File: config.mk
export PLATFORM = sky130hd
export DESIGN_NAME = bit_deserializer_flat
export DESIGN_NICKNAME = d
export VERILOG_FILES = /design/src/rtl/bit_deser_pkg.sv /design/src/rtl/bit_deserializer_if.sv /design/src/rtl/bit_deser_outbuf.sv /design/src/rtl/bit_deserializer.sv /design/src/flat_wrapper.sv
export SDC_FILE = /design/constraint.sdc
export NUM_CORES = 1
export LEC_CHECK = 0
export CAP_MARGIN = 10
export CORE_MARGIN = 3
export CORE_UTILIZATION = 45
export CTS_CLUSTER_SIZE = 40
export DETAILED_ROUTE_END_ITERATION = 10
export GPL_TIMING_DRIVEN = 1
export PLACE_DENSITY = 0.71
export SLEW_MARGIN = 30
export SYNTH_ARGS = -nofsm -noshare
export SYNTH_HDL_FRONTEND = slang
export SYNTH_SLANG_ARGS = --single-unit
File: constraint.sdc
create_clock -name clk -period 1.7 [get_ports clk]
set_input_delay 0.34 -clock clk [delete_from_list [all_inputs] [get_ports clk]]
set_output_delay 0.34 -clock clk [all_outputs]
set_load 0.02 [all_outputs]
File: src/rtl/bit_deser_pkg.sv
// Shared types and constants for the bit_deserializer block.
package bit_deser_pkg;

  localparam int unsigned DATA_W_DEF = 8;
  localparam int unsigned CNT_W_DEF  = 16;

  typedef enum logic [1:0] {
    ST_IDLE   = 2'd0,
    ST_DATA   = 2'd1,
    ST_PARITY = 2'd2,
    ST_STOP   = 2'd3
  } state_t;

  // Bit counter must be able to hold DATA_W itself.
  function automatic int unsigned bit_cnt_w(input int unsigned data_w);
    return $clog2(data_w + 1);
  endfunction

endpackage

File: src/rtl/bit_deserializer_if.sv
// Valid/ready word output channel of the bit_deserializer.
interface bit_deserializer_if
  import bit_deser_pkg::*;
#(
  parameter int unsigned DATA_W = DATA_W_DEF
);

  logic [DATA_W-1:0] out_data;
  logic              out_valid;
  logic              out_ready;

  modport master (output out_data, output out_valid, input out_ready);
  modport slave  (input out_data, input out_valid, output out_ready);

endinterface

File: src/rtl/bit_deser_outbuf.sv
// One-entry holding register for received words, with sticky overflow.
module bit_deser_outbuf
  import bit_deser_pkg::*;
#(
  parameter int unsigned DATA_W = DATA_W_DEF
) (
  input  logic                clk,
  input  logic                rst,
  input  logic                i_load,
  input  logic [DATA_W-1:0]   i_data,
  input  logic                i_clr_ovf,
  bit_deserializer_if.master  out_if,
  output logic                o_overflow,
  output logic                o_load_ok_c
);

  logic [DATA_W-1:0] r_data;
  logic              r_valid;
  logic              r_ovf;
  logic              w_accept;
  logic              w_drop;

  // A load fits when the slot is empty or is being drained this cycle.
  assign w_accept    = r_valid & out_if.out_ready;
  assign o_load_ok_c = i_load & (~r_valid | out_if.out_ready);
  assign w_drop      = i_load & ~o_load_ok_c;

  always_ff @(posedge clk) begin
    if (rst) begin
      r_data  <= '0;
      r_valid <= 1'b0;
      r_ovf   <= 1'b0;
    end else begin
      if (o_load_ok_c) begin
        r_data  <= i_data;
        r_valid <= 1'b1;
      end else if (w_accept) begin
        r_valid <= 1'b0;
      end
      if (w_drop) begin
        r_ovf <= 1'b1;
      end else if (i_clr_ovf) begin
        r_ovf <= 1'b0;
      end
    end
  end

  assign out_if.out_data  = r_data;
  assign out_if.out_valid = r_valid;
  assign o_overflow       = r_ovf;

endmodule

File: src/rtl/bit_deserializer.sv
// UART-style frame deserializer (start 0, DATA_W bits LSB-first, stop 1).
// Optional even-parity bit before the stop bit: define BIT_DESER_PARITY_EN.
module bit_deserializer
  import bit_deser_pkg::*;
#(
  parameter int unsigned DATA_W = DATA_W_DEF,
  parameter int unsigned CNT_W  = CNT_W_DEF
) (
  input  logic               clk,
  input  logic               rst,
  input  logic               bit_en,
  input  logic               serial_in,
  bit_deserializer_if.master out_if,
  output logic               frame_err,
  output logic               parity_err,
  output logic               overflow,
  input  logic               clr_ovf,
  output logic [CNT_W-1:0]   frame_cnt
);

  localparam int unsigned BCNT_W = bit_cnt_w(DATA_W);

  state_t              r_state, w_state_nxt;
  logic [BCNT_W-1:0]   r_bit_cnt, w_bit_cnt_nxt;
  logic [DATA_W-1:0]   r_shift, w_shift_nxt;
  logic                r_frame_err, w_frame_err_nxt;
  logic [CNT_W-1:0]    r_frame_cnt;
  logic                w_load_c;
  logic                w_load_ok_c;
`ifdef BIT_DESER_PARITY_EN
  logic                r_parity_err, w_parity_err_nxt;
  logic                r_par_bad, w_par_bad_nxt;
`endif

  // Frame sequencing; everything holds on cycles without bit_en.
  always_comb begin
    w_state_nxt     = r_state;
    w_bit_cnt_nxt   = r_bit_cnt;
    w_shift_nxt     = r_shift;
    w_frame_err_nxt = 1'b0;
    w_load_c        = 1'b0;
`ifdef BIT_DESER_PARITY_EN
    w_parity_err_nxt = 1'b0;
    w_par_bad_nxt    = r_par_bad;
`endif
    if (bit_en) begin
      case (r_state)
        ST_IDLE: begin
          if (!serial_in) begin
            w_state_nxt   = ST_DATA;
            w_bit_cnt_nxt = '0;
`ifdef BIT_DESER_PARITY_EN
            w_par_bad_nxt = 1'b0;
`endif
          end
        end
        ST_DATA: begin
          w_shift_nxt   = {serial_in, r_shift[DATA_W-1:1]};
          w_bit_cnt_nxt = r_bit_cnt + BCNT_W'(1);
          if (r_bit_cnt == BCNT_W'(DATA_W - 1)) begin
`ifdef BIT_DESER_PARITY_EN
            w_state_nxt = ST_PARITY;
`else
            w_state_nxt = ST_STOP;
`endif
          end
        end
`ifdef BIT_DESER_PARITY_EN
        ST_PARITY: begin
          w_parity_err_nxt = (^r_shift) ^ serial_in;
          w_par_bad_nxt    = (^r_shift) ^ serial_in;
          w_state_nxt      = ST_STOP;
        end
`endif
        ST_STOP: begin
          // A 0 here is a framing error, never a new start bit.
          if (serial_in) begin
`ifdef BIT_DESER_PARITY_EN
            w_load_c = ~r_par_bad;
`else
            w_load_c = 1'b1;
`endif
          end else begin
            w_frame_err_nxt = 1'b1;
          end
          w_state_nxt = ST_IDLE;
        end
        default: w_state_nxt = ST_IDLE;
      endcase
    end
  end

  always_ff @(posedge clk) begin
    if (rst) begin
      r_state     <= ST_IDLE;
      r_bit_cnt   <= '0;
      r_shift     <= '0;
      r_frame_err <= 1'b0;
      r_frame_cnt <= '0;
`ifdef BIT_DESER_PARITY_EN
      r_parity_err <= 1'b0;
      r_par_bad    <= 1'b0;
`endif
    end else begin
      r_state     <= w_state_nxt;
      r_bit_cnt   <= w_bit_cnt_nxt;
      r_shift     <= w_shift_nxt;
      r_frame_err <= w_frame_err_nxt;
      if (w_load_ok_c) begin
        r_frame_cnt <= r_frame_cnt + CNT_W'(1);
      end
`ifdef BIT_DESER_PARITY_EN
      r_parity_err <= w_parity_err_nxt;
      r_par_bad    <= w_par_bad_nxt;
`endif
    end
  end

  bit_deser_outbuf #(
    .DATA_W (DATA_W)
  ) u_outbuf (
    .clk         (clk),
    .rst         (rst),
    .i_load      (w_load_c),
    .i_data      (w_shift_nxt),
    .i_clr_ovf   (clr_ovf),
    .out_if      (out_if),
    .o_overflow  (overflow),
    .o_load_ok_c (w_load_ok_c)
  );

  assign frame_err = r_frame_err;
  assign frame_cnt = r_frame_cnt;
`ifdef BIT_DESER_PARITY_EN
  assign parity_err = r_parity_err;
`else
  assign parity_err = 1'b0;
`endif

endmodule

File: src/flat_wrapper.sv
// flat-port wrapper written by rule: the top's interface ports become plain ports
module bit_deserializer_flat import bit_deser_pkg::*;
#(
  parameter int unsigned DATA_W = DATA_W_DEF,
  parameter int unsigned CNT_W  = CNT_W_DEF
)
  (clk, rst, bit_en, serial_in, frame_err, parity_err, overflow, clr_ovf, frame_cnt, out_if_out_data, out_if_out_valid, out_if_out_ready);
  bit_deserializer_if #(.DATA_W(DATA_W)) out_if_i ();
  input  logic clk;
  input  logic rst;
  input  logic bit_en;
  input  logic serial_in;
  output logic frame_err;
  output logic parity_err;
  output logic overflow;
  input  logic clr_ovf;
  output logic [CNT_W-1:0] frame_cnt;
  output wire logic [$bits(out_if_i.out_data)-1:0] out_if_out_data;
  output wire logic [$bits(out_if_i.out_valid)-1:0] out_if_out_valid;
  input wire logic [$bits(out_if_i.out_ready)-1:0] out_if_out_ready;
  assign out_if_out_data = out_if_i.out_data;
  assign out_if_out_valid = out_if_i.out_valid;
  assign out_if_i.out_ready = out_if_out_ready;
  bit_deserializer #(.DATA_W(DATA_W), .CNT_W(CNT_W)) u_core (.clk(clk), .rst(rst), .bit_en(bit_en), .serial_in(serial_in), .out_if(out_if_i), .frame_err(frame_err), .parity_err(parity_err), .overflow(overflow), .clr_ovf(clr_ovf), .frame_cnt(frame_cnt));
endmodule
==> Yosys cells after proc, flatten, opt, wreduce, memory -nomap -nowiden <==
Cells that the tools add are included.
{ "word_totals": {"register_bits": 41, "latchBits": 0, "ramBits": 0, "mem_bits_ro": 0, "in_bits": 6, "out_inout_bits": 28, "word_cells": 45, "n_memories": 0} }
{ "classes": {"addsub": 2, "multipliers": 0, "n_div": 0, "n_lt_le_gt_ge": 0, "eq_ne": 5, "shifts": 0, "muxes": 15, "n_bitwise": 8, "reduce_logical": 7} }
{ "op_table": {"columns": ["cell", "n"], "rows": [
  ["16-bit by 1-bit adder with 16-bit output, second input constant", 1],
  ["8-bit two-way mux", 2],
  ["1-bit two-way mux", 8],
  ["4-bit case mux with 2 select lines", 1],
  ["3-bit AND reduction", 2],
  ["2-bit nonzero test", 3],
  ["4-bit by 1-bit adder with 4-bit output, second input constant", 1],
  ["4-bit by 3-bit == test with 1-bit output, second input constant", 1],
  ["2-bit two-way mux", 2],
  ["4-bit two-way mux", 1],
  ["1-bit inverter", 4],
  ["2-bit case mux with 2 select lines", 1],
  ["1-bit bitwise AND", 3],
  ["3-bit OR reduction", 1],
  ["2-bit by 1-bit == test with 1-bit output, second input constant", 1],
  ["2-bit == test, second input constant", 1],
  ["2-bit logical NOT", 1],
  ["2-bit by 1-bit inequality test with 1-bit output, second input constant", 1],
  ["2-bit inequality test, second input constant", 1],
  ["1-bit OR", 1]
]} }

==> Longest topological paths before layout <==
Gate-level depths: netlist (run 1).
{ "depth": {"depth_word": 7, "depth_mapped": 6, "depth_no_buf": 5} }

==> Hierarchy <==
From an unflattened synthesis (run 1), not the netlist that was laid out.
{ "unflattened": {"hier_cells": 192, "hier_area_um2": 1844.3} }
{ "modules_own_cells": {"columns": ["mod", "n_inst", "cells_each", "area_each_um2", "seq_area_each_um2"], "rows": [
  ["bit_deserializer", 1, 149, 1403.8, 620.6],
  ["bit_deser_outbuf", 1, 43, 440.4, 200.2]
]} }

==> Worst setup path before layout (run 1) <==
Ideal clock, no wire load.
{ "synth_path": {"kind": "reg-to-reg", "from": "reg u_core.r_frame_cnt[0], in the netlist u_core.frame_cnt[0]", "to": "reg u_core.r_frame_cnt[14], in the netlist u_core.frame_cnt[14]", "setup_time_ps": 121, "arrival_time_ps": 1645, "required_ps": 1579, "path_slack_ps": -65, "path_stages_with_launch": 6, "n_path_buf": 0, "synth_period_minus_slack_ps": 1765, "path_cell_list": "dfxtp_1 ha_1 and2_1 nand3_1 nor4_1 mux2_2"} }
{ "synth_via": {"elab_chain_len": 1} }
{ "synth_rtl": {"columns": ["element", "line", "text"], "rows": [
  ["start: declaration", "bit_deserializer.sv:27", "logic [CNT_W-1:0] r_frame_cnt;"],
  ["start signal: assignment", "bit_deserializer.sv:110", "r_frame_cnt <= r_frame_cnt + CNT_W'(1);"],
  ["16-bit by 1-bit adder with 16-bit output", "bit_deserializer.sv:110", null]
]} }
No other way between the ends.
A chain may end at the register's enable or synchronous reset.

==> Worst setup path in the final report (run 1) <==
{ "layout_path": {"from": "in out_if_out_ready", "to": "reg u_core.r_frame_cnt[13], in the netlist u_core.frame_cnt[13]"} }
{ "layout_via": {"elab_chain_len": 2} }
{ "layout_rtl": {"columns": ["element", "line", "text"], "rows": [
  ["start: declaration", "flat_wrapper.sv:20", "input wire logic [$bits(out_if_i.out_ready)-1:0] out_if_out_ready;"],
  ["1-bit OR", "bit_deser_outbuf.sv:25", "assign o_load_ok_c = i_load & (~r_valid | out_if.out_ready);"],
  ["1-bit bitwise AND", "bit_deser_outbuf.sv:25", null]
]} }
No other way between the ends.

==> results of run 1 <==
## placed cells by master (no fill, tap or decap), types with 3 or more instances in the layout
cell	netlist	final
xnor2_1	4	4
buf_4	3	21
nand2_1	5	5
dfxtp_1	41	32
o21ai_0	6	6
mux2i_1	8	8
nor2b_1	4	4
clkdlybuf4s50_1	0	17
nor3_1	3	3
a211oi_1	9	9
nor2_1	34	34
nand3_1	7	6
dlygate4sd2_1	0	6
dlymetal6s2s_1	0	9
xor2_1	3	3
clkinvlp_4	0	3
clkbuf_8	0	5
nand4_1	7	7
a21oi_1	14	13
inv_1	5	5
dfxtp_2	0	9
## state kept, by name, summed over array words and instances (netlist names)
signal	flops
u_core.frame_cnt	16
u_core.r_shift	8
u_core.u_outbuf.out_if.out_data	8
u_core.r_bit_cnt	4
u_core.r_state	2
u_core.frame_err	1
u_core.u_outbuf.o_overflow	1
u_core.u_outbuf.out_if.out_valid	1
## cell families after synthesis
kind of cell	Yosys count
DFF	41
buffers and inverters	18
other	1
adders and majority gates	2
and+or+nand+nor	81
xor gates and xnor gates	7
AOI/OAI and AO/OA	35
muxes	10
## timing repair
item,4_1_cts,5_1_grt
pin swaps,1,0
setup endpoints to repair,12,13
resized for setup,8,16
cloned,0,0
hold buffers,0,0
hold endpoints to repair,0,0
## worst max-delay path: cells and delay by family
| kind | cells | cell delay, ns |
|---|---|---|
| and+or+nand+nor | 3 | 0.93 |
| AOI/OAI and AO/OA | 1 | 0.16 |
| buffers and inverters | 1 | 0.47 |
## layer usage
layer  wire length [um]  part of all wire  track usage  up-vias
met3                165             0.042       0.0460        7
met1               1730              0.44        0.212      745
met4                 69             0.017       0.0893        0
li1                   -                 -            -      785
met2               2000              0.50        0.316       34
met5                  0                 0            0        -
## worst min path at each step
| stage | cells past startpoint | end | slack [ns] |
|---|---|---|---|
| after floorplan | 1 | u_core.frame_err | 0.42 |
| after global placement | 2 | u_core.r_shift[0] | 0.47 |
| after detailed placement | 2 | u_core.u_outbuf.out_if.out_data[1] | 0.49 |
| after CTS | 2 | u_core.frame_cnt[15] | 0.50 |
| after global routing | 2 | u_core.u_outbuf.out_if.out_data[1] | 0.53 |
| final | 2 | u_core.u_outbuf.out_if.out_data[1] | 0.50 |
## power breakdown
| part | total [mW] | internal, mW | switching (mW) |
|---|---|---|---|
| registers | 0.966 | 0.963 | 0.00354 |
| logic | 0.0724 | 0.0323 | 0.0401 |
| clock network | 0.636 | 0.288 | 0.348 |
| total | 1.67 | 1.28 | 0.392 |
## stage by stage
| step | total power [mW] | setup TNS (ns) |
|---|---|---|
| floorplan | 1.03 | 0 |
| global placement | 1.06 | -4.53 |
| detailed placement | 1.06 | -5.34 |
| CTS | 1.69 | 0 |
| global route | 1.74 | -0.00609 |
| finish | 1.67 | 0 |
## final cells by class
cell class	count	area share
Sequential cell	41	0.350
Inverter	5	0.00789
Timing Repair Buffer	54	0.216
Tap cell	48	0.0253
Multi-Input combinational cell	136	0.363
Clock buffer	5	0.0289
Clock inverter	3	0.00947
==> results, run 1 <==
- The delay of the slowest cell on the worst path is 0.52 ns.
- The net total in the final layout is 251.
- The number of fillers in the final layout is 324.
- The tightest min-delay check is of the flip-flop to flip-flop type.
- Entering global routing, the biggest net connects 41 pins.
- The placed instances occupy a cell area of 2240 um2.
- The number of global-route vias before repair is 1546.
- For this run, the top clock speed supported by timing is 0.598 GHz.
- The repair_antennas step left the layout with diodes totalling 0.
- The synthesized instance count is 195.
- The worst register-to-register path has a depth of 5.
- For this run, the detailed router's first-pass iteration total came to 4.
- Of the post-synthesis cell area, the part taken by muxes is 0.0588.
- The effective utilization at floorplan is 0.473.
- The congestion estimate from routability-driven global placement came to 0.850.
- The share of synthesized flip-flops with an asynchronous set or reset is 0.
- The worst path meets setup with 0.0270 ns of slack.
- The launching element of the worst setup path is out_if_out_ready.
- The initial antenna violation count was 0.
- The clock passes through at most 2 buffers.
- The maximum ir drop on the vdd rail is 0.475 mV.
- The register-to-register setup slack is 0.04 ns.
- From bottom edge to top edge, the die measures 68.3 um.
- The post-route worst hold slack is 0.502 ns.
- A synthesized cell averages 8.95 um2.
- The CTS tree is built.
- The CTS clock-pin slew for the worst setup and hold paths is 0.08 ns.
- The instance count after placement with tap cells included is 284.
- The fraction of the mapped netlist area in compound gates was 0.123.
- For this design, the slowest cell found on the critical path is or4_4.
- Clock latency on the worst-skew pair, taken at its later pin, is 0.29 ns.
- Of the total synthesized cell area, the portion taken by AND, OR, NAND and NOR gates is 0.245.
- In the global route stage, overall resource usage came out at 0.185.
- The count of buffers added by post-CTS timing repair for setup is 0.
- The share of post-route cells with drive strength above 1 is 0.205.
- The number of nets in the synthesized netlist is 203.
- The endpoint of the lowest-slack register-to-register path is u_core.frame_cnt[13].
- The root buffer cell chosen for the clock tree is clkbuf_8.
- The footprint of the flip-flops and latches is 832 um2.
- For this run the aggregate overflow at the end of global routing stands at 0.
- The startpoint class of the critical path is a primary input.
- In this run the horizontal extent of the chip is 68.3 um.
- The worst register-to-register path begins at u_core.frame_cnt[0].
- The count of endpoints failing hold in the final timing report is 0.
- The analysis attributes to cell leakage a power of 1.05 nW.
- For this run, the leading register cell type out of synthesis is dfxtp_1.
- Counting the buffers created by CTS gives 5.
- The share of the cycle needed by the critical path after routing is 0.984.
- Among all cell types in the netlist, the one instantiated most often is dfxtp_1.
- The HPWL after detailed placement is 2.82 mm.
- The number of placed I/O pins is 34.
- The final routed wire length divided by cell count is 13.6 um.
- The pre-CTS setup slack is -0.468 ns.
- The kind of capture point of the worst setup path is a flip-flop.
- The maximum level of the CTS H-tree is 2.
- The adder and majority gate portion of the synthesized area is 0.0143.
- The number of synthesized flops with an enable pin is 0.
- For this block, the initial DRC count from the detailed router was 100.
- The final setup skew is 0.00586 ns.
- The type of the worst setup path is primary input to flip-flop.
- The area of the multi-input gates is 862 um2.
- The floorplan step defined a die boundary enclosing 4660 um2.
- The count of vias placed by the detailed router is 1571.
- The post-synth design cell area is 1750 um2.
- The global-route wire length before repair is 6.51 mm.
- The cell row count is 22.
- The commonest cells after synthesis are dfxtp_1, nor2_1, a21oi_1.
- The synthesized netlist contains 38 unique library cells.
- The ratio of routed vias to standard cells is 5.38.
- The DRC violation count after routing is 0.
- The share of synthesized area in the top cell type comes to 0.470.
- Ranked by total cell area, the synthesized netlist is headed by dfxtp_1, nor2_1, mux2i_1.
- Walking the worst path, the cells encountered are clkdlybuf4s50_1, nor2b_1, or4_4, or3_4, a21oi_2.
- In this run the worst path has a maximum fanout of 5.
- The max-slew violation total from the final report came to 0.
- Of all cell types, the one taking the most synthesized area is dfxtp_1.
- The critical path ends at u_core.frame_cnt[13].
- By area, the combinational part of the netlist is dominated by simple AND/OR/NAND/NOR gates.
- Relative to the synthesized area, the layout overhead comes to 36.2%.
- At the worst endpoint, the required time is 1.92 ns.
- The share of synthesized area occupied by flip-flops and latches is 0.470.
- The startpoint identified for the worst hold timing path is u_core.u_outbuf.out_if.out_data[1].
- The fraction of the core area covered by cells at the end of the flow is 0.645.
- The core region is 3690 um2.
- The total of max-cap violations is 0.
- Excluding fillers, the count of instances in the completed layout stands at 292.
- Summed over all layers, the routed wires come to 3.97 mm.
- Of the total synthesized cell area, the portion taken by XOR and XNOR cells is 0.0351.
- The total of warnings raised by yosys is 0.
- The count of endpoints failing setup in the final report is 0.
- In this run the tool buffered the top-level ports with 32 buffer cells.
- Counting flops and latches in the post-synthesis netlist gives 41.
- Power spread over the standard cell area amounts to 704 nW/um2.
- Once detail routing completed, the nets flagged for antenna violations numbered 0.
- Counting every sink on the clock net gives 41.
- Subtracting the final worst setup slack from the clock period gives 1.67 ns.
- The flow ran to the end, and the final reports show no timing, DRC or antenna violations.
- Data arrives at the worst endpoint at 1.90 ns.
- After routing the design area is 2380 um2.
Note: power is estimated with default switching activity, not from simulation.
==> run 2: changes to the inputs <==
Settings changed: CORE_MARGIN 3 to default.
==> run 2 against run 1 <==
- worst setup slack lost 0.0078 ns
- count of clock-buffer cells in the layout stayed put
- sequential share of layout area shrank 0.41 points
- wire length fell by 0.25%
- non-clock buffer count unchanged
- critical path depth did not move
- flip-flop and latch count stayed put
- total power up 17%
- worst hold slack lost 0.0063 ns
==> results, run 2 (synthesis gave the netlist of run 1 again) <==
- The flow ran to the end, and the final reports show no timing, DRC or antenna violations.
- In the layout the commonest cells are dfxtp_1, nor2_1, buf_4, clkdlybuf4s50_1, a21oi_1.
- The final routed wire length divided by cell count is 13.5 um.
- 0 antenna diodes ended up in the layout.
- Pin placement for this block handled 34 I/O pins.
- The clock insertion delay at the later pin of the skew report is 0.29 ns.
- The clock tree root driver cell is clkbuf_8.
- The register with the most flip-flops in the layout has 16 of them.
- In this run the critical register-to-register path is captured at u_core.frame_cnt[13].
- The final route contains 1569 vias.
- The number of global-route vias before repair is 1467.
- The number of fillers in the final layout is 315.
- Buffers added to address setup during post-CTS repair amount to 0.
- Timing analysis after detailed placement gives a worst setup slack of -0.418 ns.
- The path type of the worst min-delay path is flip-flop to flip-flop.
- For this run, the number of standard cells in the final layout without fillers is 292.
- The CTS tree is built.
- The instance count after placement with tap cells included is 284.
- The final setup skew is 0.00554 ns.
- For this run, the top clock speed supported by timing is 0.595 GHz.
- At the worst endpoint, the arrival time is 1.90 ns.
- Input and output buffers added on the ports amount to 32.
- Setup slack closes at 0.0192 ns.
- The DRC violation count after routing is 0.
- The launching element of the worst setup path is out_if_out_ready.
- The global-route wire length before repair is 6.57 mm.
- Measured along the x axis, the die boundary spans 64.3 um.
- The startpoint class of the critical path is a primary input.
- Leaving out fill and tap cells, the most frequent cell in the layout is dfxtp_1.
- The clock sink total is 41.
- In this run the worst path has a maximum fanout of 5.
- The layout overhead on the synthesized area is 37.2%.
- Counting the buffers created by CTS gives 5.
- The count of endpoints failing setup in the final report is 0.
- For this run, the post-layout net count is 251.
- The number of DRC markers in iteration 0 is 131.
- In the routed layout, each cell is associated on average with a via count of 5.37.
- The kind of capture point of the worst setup path is a flip-flop.
- The share of the cycle needed by the critical path after routing is 0.989.
- The number of detailed-route iterations in the first pass is 4.
- Counting along the longest clock path gives a buffer depth of 2.
- The CTS clock-pin slew for the worst setup and hold paths is 0.08 ns.
- The die area is 4130 um2.
- Of the cells placed in the final design, the portion with a size suffix greater than 1 is 0.180.
- For the worst setup path, the data required time is 1.92 ns.
- The total of max-cap violations is 0.
- The launching point of the worst reg2reg path is u_core.r_state[1].
- The maximum level of the CTS H-tree is 2.
- The leakage component of the power is 1.05 nW.
- The fraction of the core area covered by cells at the end of the flow is 0.649.
- The areal power density over the cells is 819 nW/um2.
- For this run, the total global-route usage over all layers was measured as 0.207.
- Entering global routing, the biggest net connects 24 pins.
- The maximum ir drop on the vdd rail is 0.432 mV.
- Setup repair after global routing left no endpoint under its margin.
- The initial antenna violation count is 0.
- The worst setup path is of the primary input to flip-flop kind.
- The worst reg-to-reg path cell count is 4.
- After global routing the overflow that remains totals 0.
- The count of endpoints failing hold in the final timing report is 0.
- The die extent in y is 64.3 um.
- Row generation in the floorplan step produced 22 rows.
- Counting I/O delays and the setup requirement, the final critical path takes 1.68 ns.
- The detail route stage leaves a number of antenna-violating nets equal to 0.
- The critical path ends at u_core.frame_cnt[13].
- Routability-driven placement finished with a final weighted congestion of 0.807.
- The effective utilization at floorplan is 0.473.
- The total wirelength of the detailed-routed design is 3.96 mm.
- In this run the register-to-register setup slack is 0.05 ns.
- The placeable core area is 3690 um2.
- Detailed placement finished with a half-perimeter wire length of 2.74 mm.
- The max-slew violation total from the final report is 0.
- The number of buffers inserted by hold repair at cts is 0.
run 2: cell count changes in the layout (fill, tap and decap cells not counted), moves of 2 or more:
cell            before  now
bufinv_16            0    2
dlymetal6s2s_1       9    7
dfxtp_2              9    6
clkinvlp_4           3    0
dfxtp_1             32   35
run 2: stage by stage:
| stage | hold WS, ns | setup TNS, ns | cell area (um2) | power (mW) |
|---|---|---|---|---|
| floorplan | 0.417 | 0 | 1750 | 1.03 |
| global placement | 0.475 | -4.77 | 2240 | 1.06 |
| detailed placement | 0.486 | -5.74 | 2240 | 1.07 |
| CTS | 0.502 | 0 | 2360 | 1.98 |
| global route | 0.524 | 0 | 2390 | 2.03 |
| finish | 0.495 | 0 | 2390 | 1.96 |
run 2: power by group:
part	internal (mW)	switching, mW	total, mW
Combinational	0.0334	0.0411	0.0745
Sequential	0.963	0.00379	0.967
Clock	0.583	0.337	0.920
run 2: repair_timing:
action	in CTS	in global routing
gates resized for setup	7	10
cloned	0	0
setup endpoints to repair	12	9
pin swaps	0	0
run 2: per-layer routing:
| metal | routed length (um) | vias to the layer above | GRT usage |
|---|---|---|---|
| met5 | 0 | - | 0 |
| met4 | 73 | 0 | 0.0917 |
| met3 | 172 | 6 | 0.0536 |
| met2 | 1930 | 38 | 0.345 |
| met1 | 1780 | 745 | 0.248 |
| li1 | - | 780 | - |
run 2: worst min-delay path by stage:
| stage | startpoint | endpoint | slack (ns) | cells after the start |
|---|---|---|---|---|
| 6_report | u_core.frame_cnt[15] | u_core.frame_cnt[15] | 0.50 | 2 |
| 5_1_grt | u_core.frame_cnt[15] | u_core.frame_cnt[15] | 0.52 | 2 |
| 4_1_cts | u_core.u_outbuf.out_if.out_data[2] | u_core.u_outbuf.out_if.out_data[2] | 0.50 | 2 |
| 3_5_place_dp | u_core.r_shift[0] | u_core.r_shift[0] | 0.49 | 2 |
| 3_3_place_gp | u_core.frame_cnt[15] | u_core.frame_cnt[15] | 0.48 | 2 |
| 2_1_floorplan | serial_in | u_core.frame_err | 0.42 | 1 |
run 2: area by class of cell:
cell class,count,area [um2],share of cell area
multi-input cells,136,847,0.354
clock buffers,5,68.8,0.0287
repair buffers,54,507,0.212
clock inverters,3,65.1,0.0272
flip-flops and latches,41,828,0.346
inverters,5,18.8,0.00784
well taps,48,60.1,0.0251
run 2: worst max-delay path: stages:
cell and delay (ns):
clkdlybuf4s50_1 0.47, nor2b_1 0.06, or4_4 0.55, or3_1 0.33
a21oi_1 0.16
